`config.mk`:
```
export PLATFORM = sky130hd
export DESIGN_NAME = bottling_sequencer
export DESIGN_NICKNAME = d
export VERILOG_FILES = /design/src/rtl/bottling_pkg.sv /design/src/rtl/bottle_tally.sv /design/src/rtl/bottling_sequencer.sv
export SDC_FILE = /design/constraint.sdc
export NUM_CORES = 1
export LEC_CHECK = 0
export ABC_CLOCK_PERIOD_IN_PS = 2320
export BUFFER_PORTS_ARGS = -buffer_cell sky130_fd_sc_hd__buf_2
export CAP_MARGIN = 20
export CORE_MARGIN = 4
export CORE_UTILIZATION = 55
export DETAILED_ROUTE_END_ITERATION = 10
export GPL_TIMING_DRIVEN = 0
export HOLD_SLACK_MARGIN = 0.03
export MAX_ROUTING_LAYER = met4
export PLACE_DENSITY = 0.88
export SYNTH_ARGS = -nofsm -noshare
export SYNTH_HDL_FRONTEND = slang
export SYNTH_SLANG_ARGS = --single-unit
```
`constraint.sdc`:
```
create_clock -name CLK -period 2.32 [get_ports CLK]
set_clock_uncertainty 0.15 [all_clocks]
set_input_delay 0.232 -clock CLK [delete_from_list [all_inputs] [get_ports CLK]]
set_output_delay 0.232 -clock CLK [all_outputs]
set_load 0.01 [all_outputs]
```
`src/rtl/bottling_pkg.sv`:
```
// Shared state encoding and default build constants for the fill-and-cork station.
package bottling_pkg;

  localparam int unsigned CORK_CAP_D     = 15;
  localparam int unsigned CORK_LOW_D     = 5;
  localparam int unsigned REFILL_MAX_D   = 3;
  localparam int unsigned SEAL_CYCLES_D  = 4;
  localparam int unsigned FILL_TIMEOUT_D = 1000;
  localparam int unsigned DOZEN_MAX_D    = 6;

  typedef enum logic [2:0] {
    S_IDLE   = 3'd0,
    S_CONVEY = 3'd1,
    S_FILL   = 3'd2,
    S_SEAL   = 3'd3,
    S_CLEAR  = 3'd4,
    S_REFILL = 3'd5,
    S_ALARM  = 3'd6
  } state_e;

endpackage

```
`src/rtl/bottle_tally.sv`:
```
// Production tally: mod-12 bottle counter feeding a saturating dozen counter.
module bottle_tally
  import bottling_pkg::*;
#(
  parameter int unsigned DOZEN_MAX = DOZEN_MAX_D
) (
  input  logic       CLK,
  input  logic       RST,
  input  logic       inc,
  output logic [3:0] bottles,
  output logic [2:0] dozens
);

  localparam logic [2:0] DZ_MAX = 3'(DOZEN_MAX);

  logic [3:0] bottles_q, bottles_d;
  logic [2:0] dozens_q, dozens_d;

  always_comb begin
    bottles_d = bottles_q;
    dozens_d  = dozens_q;
    if (inc) begin
      if (bottles_q == 4'd11) begin
        bottles_d = '0;
        if (dozens_q < DZ_MAX) dozens_d = dozens_q + 3'd1;
      end else begin
        bottles_d = bottles_q + 4'd1;
      end
    end
  end

  always_ff @(posedge CLK or negedge RST) begin
    if (!RST) begin
      bottles_q <= '0;
      dozens_q  <= '0;
    end else begin
      bottles_q <= bottles_d;
      dozens_q  <= dozens_d;
    end
  end

  assign bottles = bottles_q;
  assign dozens  = dozens_q;

endmodule

```
`src/rtl/bottling_sequencer.sv`:
```
// Fill-and-cork station controller: one Moore FSM sequencing conveyor, valve,
// sealer and cork dispenser, plus the cork/refill inventory and fill timeout.
module bottling_sequencer
  import bottling_pkg::*;
#(
  parameter int unsigned CORK_CAP     = CORK_CAP_D,
  parameter int unsigned CORK_LOW     = CORK_LOW_D,
  parameter int unsigned REFILL_MAX   = REFILL_MAX_D,
  parameter int unsigned SEAL_CYCLES  = SEAL_CYCLES_D,
  parameter int unsigned FILL_TIMEOUT = FILL_TIMEOUT_D,
  parameter int unsigned DOZEN_MAX    = DOZEN_MAX_D
) (
  input  logic       CLK,
  input  logic       RST,
  input  logic       ST,
  input  logic       PG,
  input  logic       CH,
  output logic       motor,
  output logic       EV,
  output logic       VE,
  output logic       disp,
  output logic       alarm,
  output logic [2:0] state,
  output logic [3:0] corks,
  output logic [1:0] refills,
  output logic [3:0] bottles,
  output logic [2:0] dozens
);

  localparam int unsigned TW = $clog2(FILL_TIMEOUT);
  localparam int unsigned SW = $clog2(SEAL_CYCLES + 1);
  localparam logic [TW-1:0] T_LAST = TW'(FILL_TIMEOUT - 1);
  localparam logic [SW-1:0] S_LAST = SW'(SEAL_CYCLES - 1);
  localparam logic [3:0] CAP_C = 4'(CORK_CAP);
  localparam logic [3:0] LOW_C = 4'(CORK_LOW);
  localparam logic [1:0] RMAX_C = 2'(REFILL_MAX);

  state_e          state_q, state_d;
  logic [TW-1:0]   timer_q, timer_d;
  logic [SW-1:0]   seal_q, seal_d;
  logic [3:0]      corks_q, corks_d;
  logic [1:0]      refills_q, refills_d;
  logic            fill_expired, seal_done, tally_inc;

  assign fill_expired = (timer_q == T_LAST);
  assign seal_done    = (seal_q == S_LAST);
  assign tally_inc    = (state_q == S_SEAL) && seal_done;

  always_ff @(posedge CLK or negedge RST) begin
    if (!RST) state_q <= S_IDLE;
    else      state_q <= state_d;
  end

  always_comb begin
    state_d = state_q;
    unique case (state_q)
      S_IDLE:   if (ST) state_d = S_CONVEY;
      S_CONVEY: begin
        if (!ST)                                    state_d = S_IDLE;
        else if (corks_q == '0)                     state_d = S_ALARM;
        else if (corks_q <= LOW_C && refills_q != '0) state_d = S_REFILL;
        else if (PG)                                state_d = S_FILL;
      end
      S_REFILL: state_d = S_CONVEY;
      // CH beats a simultaneous timeout.
      S_FILL: begin
        if (CH)                state_d = S_SEAL;
        else if (fill_expired) state_d = S_ALARM;
      end
      S_SEAL:   if (seal_done) state_d = S_CLEAR;
      S_CLEAR:  if (!PG) state_d = S_CONVEY;
      S_ALARM:  if (!ST) state_d = S_IDLE;
      default:  state_d = S_IDLE;
    endcase
  end

  always_comb begin
    motor = 1'b0;
    EV    = 1'b0;
    VE    = 1'b0;
    disp  = 1'b0;
    alarm = 1'b0;
    unique case (state_q)
      S_CONVEY, S_CLEAR: motor = 1'b1;
      S_FILL:            EV    = 1'b1;
      S_SEAL:            VE    = 1'b1;
      S_REFILL:          disp  = 1'b1;
      S_ALARM:           alarm = 1'b1;
      default: ;
    endcase
  end

  // Both counters idle at zero outside their state, so entry always starts from zero.
  always_comb begin
    timer_d   = (state_q == S_FILL) ? timer_q + 1'b1 : '0;
    seal_d    = (state_q == S_SEAL) ? seal_q + 1'b1 : '0;
    corks_d   = corks_q;
    refills_d = refills_q;
    if (state_q == S_REFILL) begin
      corks_d   = CAP_C;
      refills_d = refills_q - 2'd1;
    end else if (tally_inc) begin
      corks_d = corks_q - 4'd1;
    end
  end

  always_ff @(posedge CLK or negedge RST) begin
    if (!RST) begin
      timer_q   <= '0;
      seal_q    <= '0;
      corks_q   <= CAP_C;
      refills_q <= RMAX_C;
    end else begin
      timer_q   <= timer_d;
      seal_q    <= seal_d;
      corks_q   <= corks_d;
      refills_q <= refills_d;
    end
  end

  bottle_tally #(
    .DOZEN_MAX(DOZEN_MAX)
  ) u_tally (
    .CLK    (CLK),
    .RST    (RST),
    .inc    (tally_inc),
    .bottles(bottles),
    .dozens (dozens)
  );

  assign state   = state_q;
  assign corks   = corks_q;
  assign refills = refills_q;

endmodule
```
Word-level counts from Yosys, hierarchy flattened. Index checks and enable logic that the tools add are counted.

Reductions and logical operators: 9. Divide/modulo/power cells: 0. Mux-type cells: 21. Bitwise logic cells: 0. Equality and inequality tests: 15. Shift operators: 0. Multiply operators: 0. Order comparisons: 2. Add/subtract/negate cells: 6.

Operators by type and width (count): $mux W3 (11); $pmux W3 S7 (1); $mux W4 (3); $add A10 B1 Y10 const B (1); $eq A10 B10 Y1 const B (1); $mux W10 (1); $eq A3 B2 Y1 const B (3); $eq A3 B3 Y1 const B (3); $ne A2 B2 Y1 const B (4); $add A3 B1 Y3 const B (2); $reduce_and A6 Y1 (1); $mux W1 (5); $ne A5 B5 Y1 const B (1); $add A4 B1 Y4 const B (1); $eq A4 B4 Y1 const B (1); $le A4 B3 Y1 const B (1); $logic_not A4 Y1 (1); $reduce_bool A2 Y1 (2); $sub A4 B1 Y4 const B (1); $eq A3 B1 Y1 const B (1); $logic_not A3 Y1 (1); $lt A3 B3 Y1 const B (1); $ne A3 B3 Y1 const B (1); $reduce_and A3 Y1 (1); 3 further kinds (4).

Memories kept: 0. Bits in latches: 0. Bits in registers: 29. Output and inout bits: 21. RAM bits: 0. Bits in read-only memories: 0. Word-level logic and storage cells: 60. Input port bits: 5.

Logic depth before layout (Yosys ltp).
Word-level depth: 6. Gate-level depth with buffers: 8. Mapped depth without buffers: 6.

By module. A second synthesis with hierarchy kept.

Cells, all modules: 157. Area total of the unflattened synthesis: 1560.2 um2.

Modules (own cells, without submodules): bottling_sequencer (instances 1, area an instance 1209.9 um2, cells an instance 126, sequential area each 558.0 um2); bottle_tally (instances 1, area an instance 350.3 um2, cells an instance 31, sequential area each 175.2 um2).

Worst setup path after synthesis. No wires, ideal clock.

Path kind: reg-to-reg. From: reg seal_q[0]. To: reg u_tally.dozens_q[1], in the netlist u_tally.dozens[1]. Library setup time: 121 ps. Period minus slack after synthesis: 1895 ps. Data arrival time: 1624 ps. Cell stages (with the launch flop): 8. Required time: 2049 ps. Path buffers: 2. Setup slack: 425 ps. Path through: dfrtp_1 -> ha_1 -> ha_1 -> and4b_1 -> buf_4 -> and4_1 -> buf_2 -> a22o_1.

Longest elaborated chain between the ends: 3.

Ends and longest elaborated chain: start, declared (line bottling_sequencer.sv:40) `logic [SW-1:0] seal_q, seal_d;`; start signal, assigned (line bottling_sequencer.sv:115) `seal_q <= seal_d;`; $eq A3 B2 Y1 (line bottling_sequencer.sv:46) `assign seal_done = (seal_q == S_LAST);`; $logic_and A1 B1 Y1 (line bottling_sequencer.sv:47) `assign tally_inc = (state_q == S_SEAL) && seal_done;`; $reduce_and A3 Y1 (no line); end signal, assigned (line bottle_tally.sv:38) `dozens_q <= dozens_d;`; end, declared (line bottle_tally.sv:17) `logic [2:0] dozens_q, dozens_d;`.

Every way passes these cells. A chain may end at the register's enable or synchronous reset.

Worst setup path after layout.
From: reg corks_q[0], in the netlist corks[0]. To: reg state_q[0], in the netlist state[0].

Longest elaborated chain between the ends: 6. Elaborated cells between the ends (all ways): 9. Those cells by class: order compare (1); eq/ne (1); mux (4); reduce/logical (3).

Ends and longest elaborated chain: start, declared (line bottling_sequencer.sv:41) `logic [3:0] corks_q, corks_d;`; start signal, assigned (line bottling_sequencer.sv:116) `corks_q <= corks_d;`; $le A4 B3 Y1 (line bottling_sequencer.sv:61) `else if (corks_q <= LOW_C && refills_q != '0) state_d = S_REFILL;`; $logic_and A1 B1 Y1 (line bottling_sequencer.sv:61); $mux W3 (line bottling_sequencer.sv:61); $mux W3 (line bottling_sequencer.sv:60) `else if (corks_q == '0) state_d = S_ALARM;`; $mux W3 (line bottling_sequencer.sv:59) `if (!ST) state_d = S_IDLE;`; $pmux W3 S7 (line bottling_sequencer.sv:56) `unique case (state_q)`; end signal, assigned (line bottling_sequencer.sv:51) `else state_q <= state_d;`; end, declared (line bottling_sequencer.sv:38) `state_e state_q, state_d;`.

Several ways; a longest one is shown, not always the timed one.

==> flow_metrics.env <==
export IMPL_async_flop_share=1.00
export IMPL_cp_max_fo=5
export IMPL_yosys_top_cells_area="dfrtp_1 37%, dfstp_2 10%, ha_1 6.5%"
export IMPL_syn_avg_cell_area_um2=9.55
export IMPL_grt_pass1_wl_um=5210
export IMPL_syn_area_um2=1540
export IMPL_num_antenna_cells=0
export IMPL_period_share=0.930
export IMPL_path_clk_slew_ps=110
export IMPL_grt_usage=0.202
export IMPL_dp_slack_ps=216
export IMPL_crit_path_start_kind="register"
export IMPL_row_count=18
export IMPL_firstDrtPassIters=4
export IMPL_fin_crit_ps=2160
export IMPL_cts_tree="done"
export IMPL_htree_levels=2
export IMPL_cp_arrival_ps=2270
export IMPL_path_class="reg -> reg"
export IMPL_yosysWarnings=0
export IMPL_critPathMaxStageDelay_ps=730
export IMPL_pwr_share_comb=0.375
export IMPL_clkPwrFrac=0.184
export IMPL_grt_pass1_vias=1190
export IMPL_synth_main_ff_cell="dfrtp_1"
export IMPL_switching_share=0.395
export IMPL_synth_top_area_frac=0.374
export IMPL_cts_buffer_depth=2
export IMPL_synthTopCellsByCount="23 x dfrtp_1, 17 x nor2_1, 16 x nand2_1"
export IMPL_seqPwrFrac=0.441
export IMPL_endpoint_kind="register"
export IMPL_die_w_um=60.9
export IMPL_ant_nets=0
export IMPL_root_buffer="clkbuf_4"
export IMPL_port_buffers=25
export IMPL_hold_viol_final=0
export IMPL_leakagePower_nw=0.904
export IMPL_io_pins=26
export IMPL_die_y_um=60.9
export IMPL_drv_slew=0
export IMPL_wirelength_um=3190
export IMPL_cp_num_buf_inv=1
export IMPL_critPathTopFamily="compound AO/OA/AOI/OAI gates"
export IMPL_post_cts_buffers=0
export IMPL_cts_sinks=29
export IMPL_crit_slowest_cell="a2111oi_0"
export IMPL_first_iter_violations=77
export IMPL_postSynthCellCount=161
export IMPL_slew_headroom=0.477
export IMPL_power_density_nw_per_um2=938
export IMPL_synth_seq_cells=29
export IMPL_dpl_cell_area_um2=1700
export IMPL_syn_nets=174
export IMPL_tightest_slew_ps=765
export IMPL_peakVddDrop_v=0.000880
export IMPL_area_growth_pct=15.0
export IMPL_whs_ps=72.2
export IMPL_synth_edf_count=0
export IMPL_post_synth_top_area_cell="dfrtp_1"
export IMPL_crit_required_ps=2440
export IMPL_rsz0062_at_grt="false"
export IMPL_fin_ws_ps=163
export IMPL_cp_cell_sequence="inv_1, ha_1, a2111oi_0, a21oi_1, o21ai_1"
export IMPL_clk_latency_ps=340
export IMPL_setup_viol=0
export IMPL_wl_per_cell_um=14.2
export IMPL_fmax_ghz=0.464
export IMPL_synth_most_common_cell="dfrtp_1"
export IMPL_p_switching_w=0.000656
export IMPL_intPower_w=0.00100
export IMPL_drive_above_1_share=0.241
export IMPL_drc=0
export IMPL_timing_setup_tns_ps=0
export IMPL_die_area_um2=3710
export IMPL_grt_max_degree=30
export IMPL_vias_per_cell=5.65
export IMPL_coreArea_um2=2570
export IMPL_final_area_um2=1770
export IMPL_gp_congestion=0.867
export IMPL_yosys_cell_types_count=39
export IMPL_grt_overflow=0
export IMPL_final_nets=207
export IMPL_antenna_found_initial=0
export IMPL_initial_core_util=0.599
export IMPL_drv_cap=0
export IMPL_seq_area_frac_synth=0.477
export IMPL_hp_class="in -> reg"
export IMPL_cts_buffers=5
export IMPL_num_vias=1272
export IMPL_status="complete, no violations"
export IMPL_dp_hpwl_um=2280
logic make-up (layout without fill, tap and decap cells):
kind of cell,Yosys count,after routing,share of synthesized area
AND/OR/NAND/NOR,66,66,0.224
flip-flops,29,29,0.477
AO/OA/AOI/OAI,28,28,0.116
buffers and inverters,18,52,0.0496
XOR/XNOR,11,11,0.0627
adder cells (fa/ha/maj),8,8,0.0651
multiplexers,1,1,0.00651
final timing paths:
| path | startpoint | end | slack (ps) | depth (start not counted) |
|---|---|---|---|---|
| setup / recovery | corks[0]$_DFFE_PN1P_ | state[0]$_DFFE_PN0P_ | 160 | 5 |
| hold / removal | PG | state[0]$_DFFE_PN0P_ | 70 | 3 |
| setup reg to reg | corks[0]$_DFFE_PN1P_ | state[0]$_DFFE_PN0P_ | 160 | 5 |
| hold reg to reg | seal_q[0]$_DFF_PN0_ | seal_q[0]$_DFF_PN0_ | 300 | 1 |
| max in group asynchronous | RST | timer_q[9]$_DFF_PN0_ | 1310 | 2 |
| min in group asynchronous | RST | u_tally.bottles[3]$_DFFE_PN0P_ | 290 | 2 |
per-layer routing:
metal | GRT usage | vias to the layer above | share of wire
met3 | 0.0702 | 5 | 0.060
met2 | 0.324 | 33 | 0.50
met1 | 0.230 | 609 | 0.42
met4 | 0.0836 | 0 | 0.018
met5 | - | - | 0
li1 | - | 625 | -
area by class of cell:
cell class	count	area (um^2)
fillers	218	800
well taps	30	37.5
clock buffers	5	37.5
repair buffers	26	135
flip-flops and latches	29	733
clock inverters	3	17.5
inverters	13	48.8
plain buffers	5	27.5
multi-input cells	114	731
layout by cell type, fill, tap and decap left out, drive strengths merged, types with 7 or more instances in the layout:
master and n:
ha 8, dfrtp 23, nand2 16, buf 30, xnor2 9, nor2 17
a21oi 10, inv 13, and3 7
timing repair:
item | CTS | global route
gates resized for setup | 0 | 1
hold buffers | 1 | 0
setup endpoints to repair | 0 | 1
hold endpoints to repair | 23 | 0
power by group through the flow:
stage / Combinational (W) / Clock, W / Sequential, W
CTS: 0.000620 / 0.000318 / 0.000732
finish: 0.000622 / 0.000305 / 0.000732
detailed placement: 0.000614 / 0 / 0.000743
floorplan: 0.000382 / 0 / 0.000759
global route: 0.000691 / 0.000345 / 0.000751
global placement: 0.000595 / 0 / 0.000728
worst register-to-register path, stage by stage (launching register included):
cell       delay, ps
dfstp_2          590
inv_1             70
ha_1             250
a2111oi_0        740
a21oi_1          150
o21ai_1          140
through the flow:
stage | cells | util | power (W)
global route | 225 | 0.689 | 0.00179
global placement | 216 | 0.662 | 0.00132
detailed placement | 216 | 0.662 | 0.00136
floorplan | 161 | - | 0.00114
CTS | 225 | 0.688 | 0.00167
finish | 225 | 0.689 | 0.00166
registers in the layout, indices dropped and copies added (netlist names):
register         cells
u_tally.dozens       3
state                3
timer_q             10
u_tally.bottles      4
seal_q               3
corks                4
refills              2
Note: power is estimated with default switching activity, not from simulation.
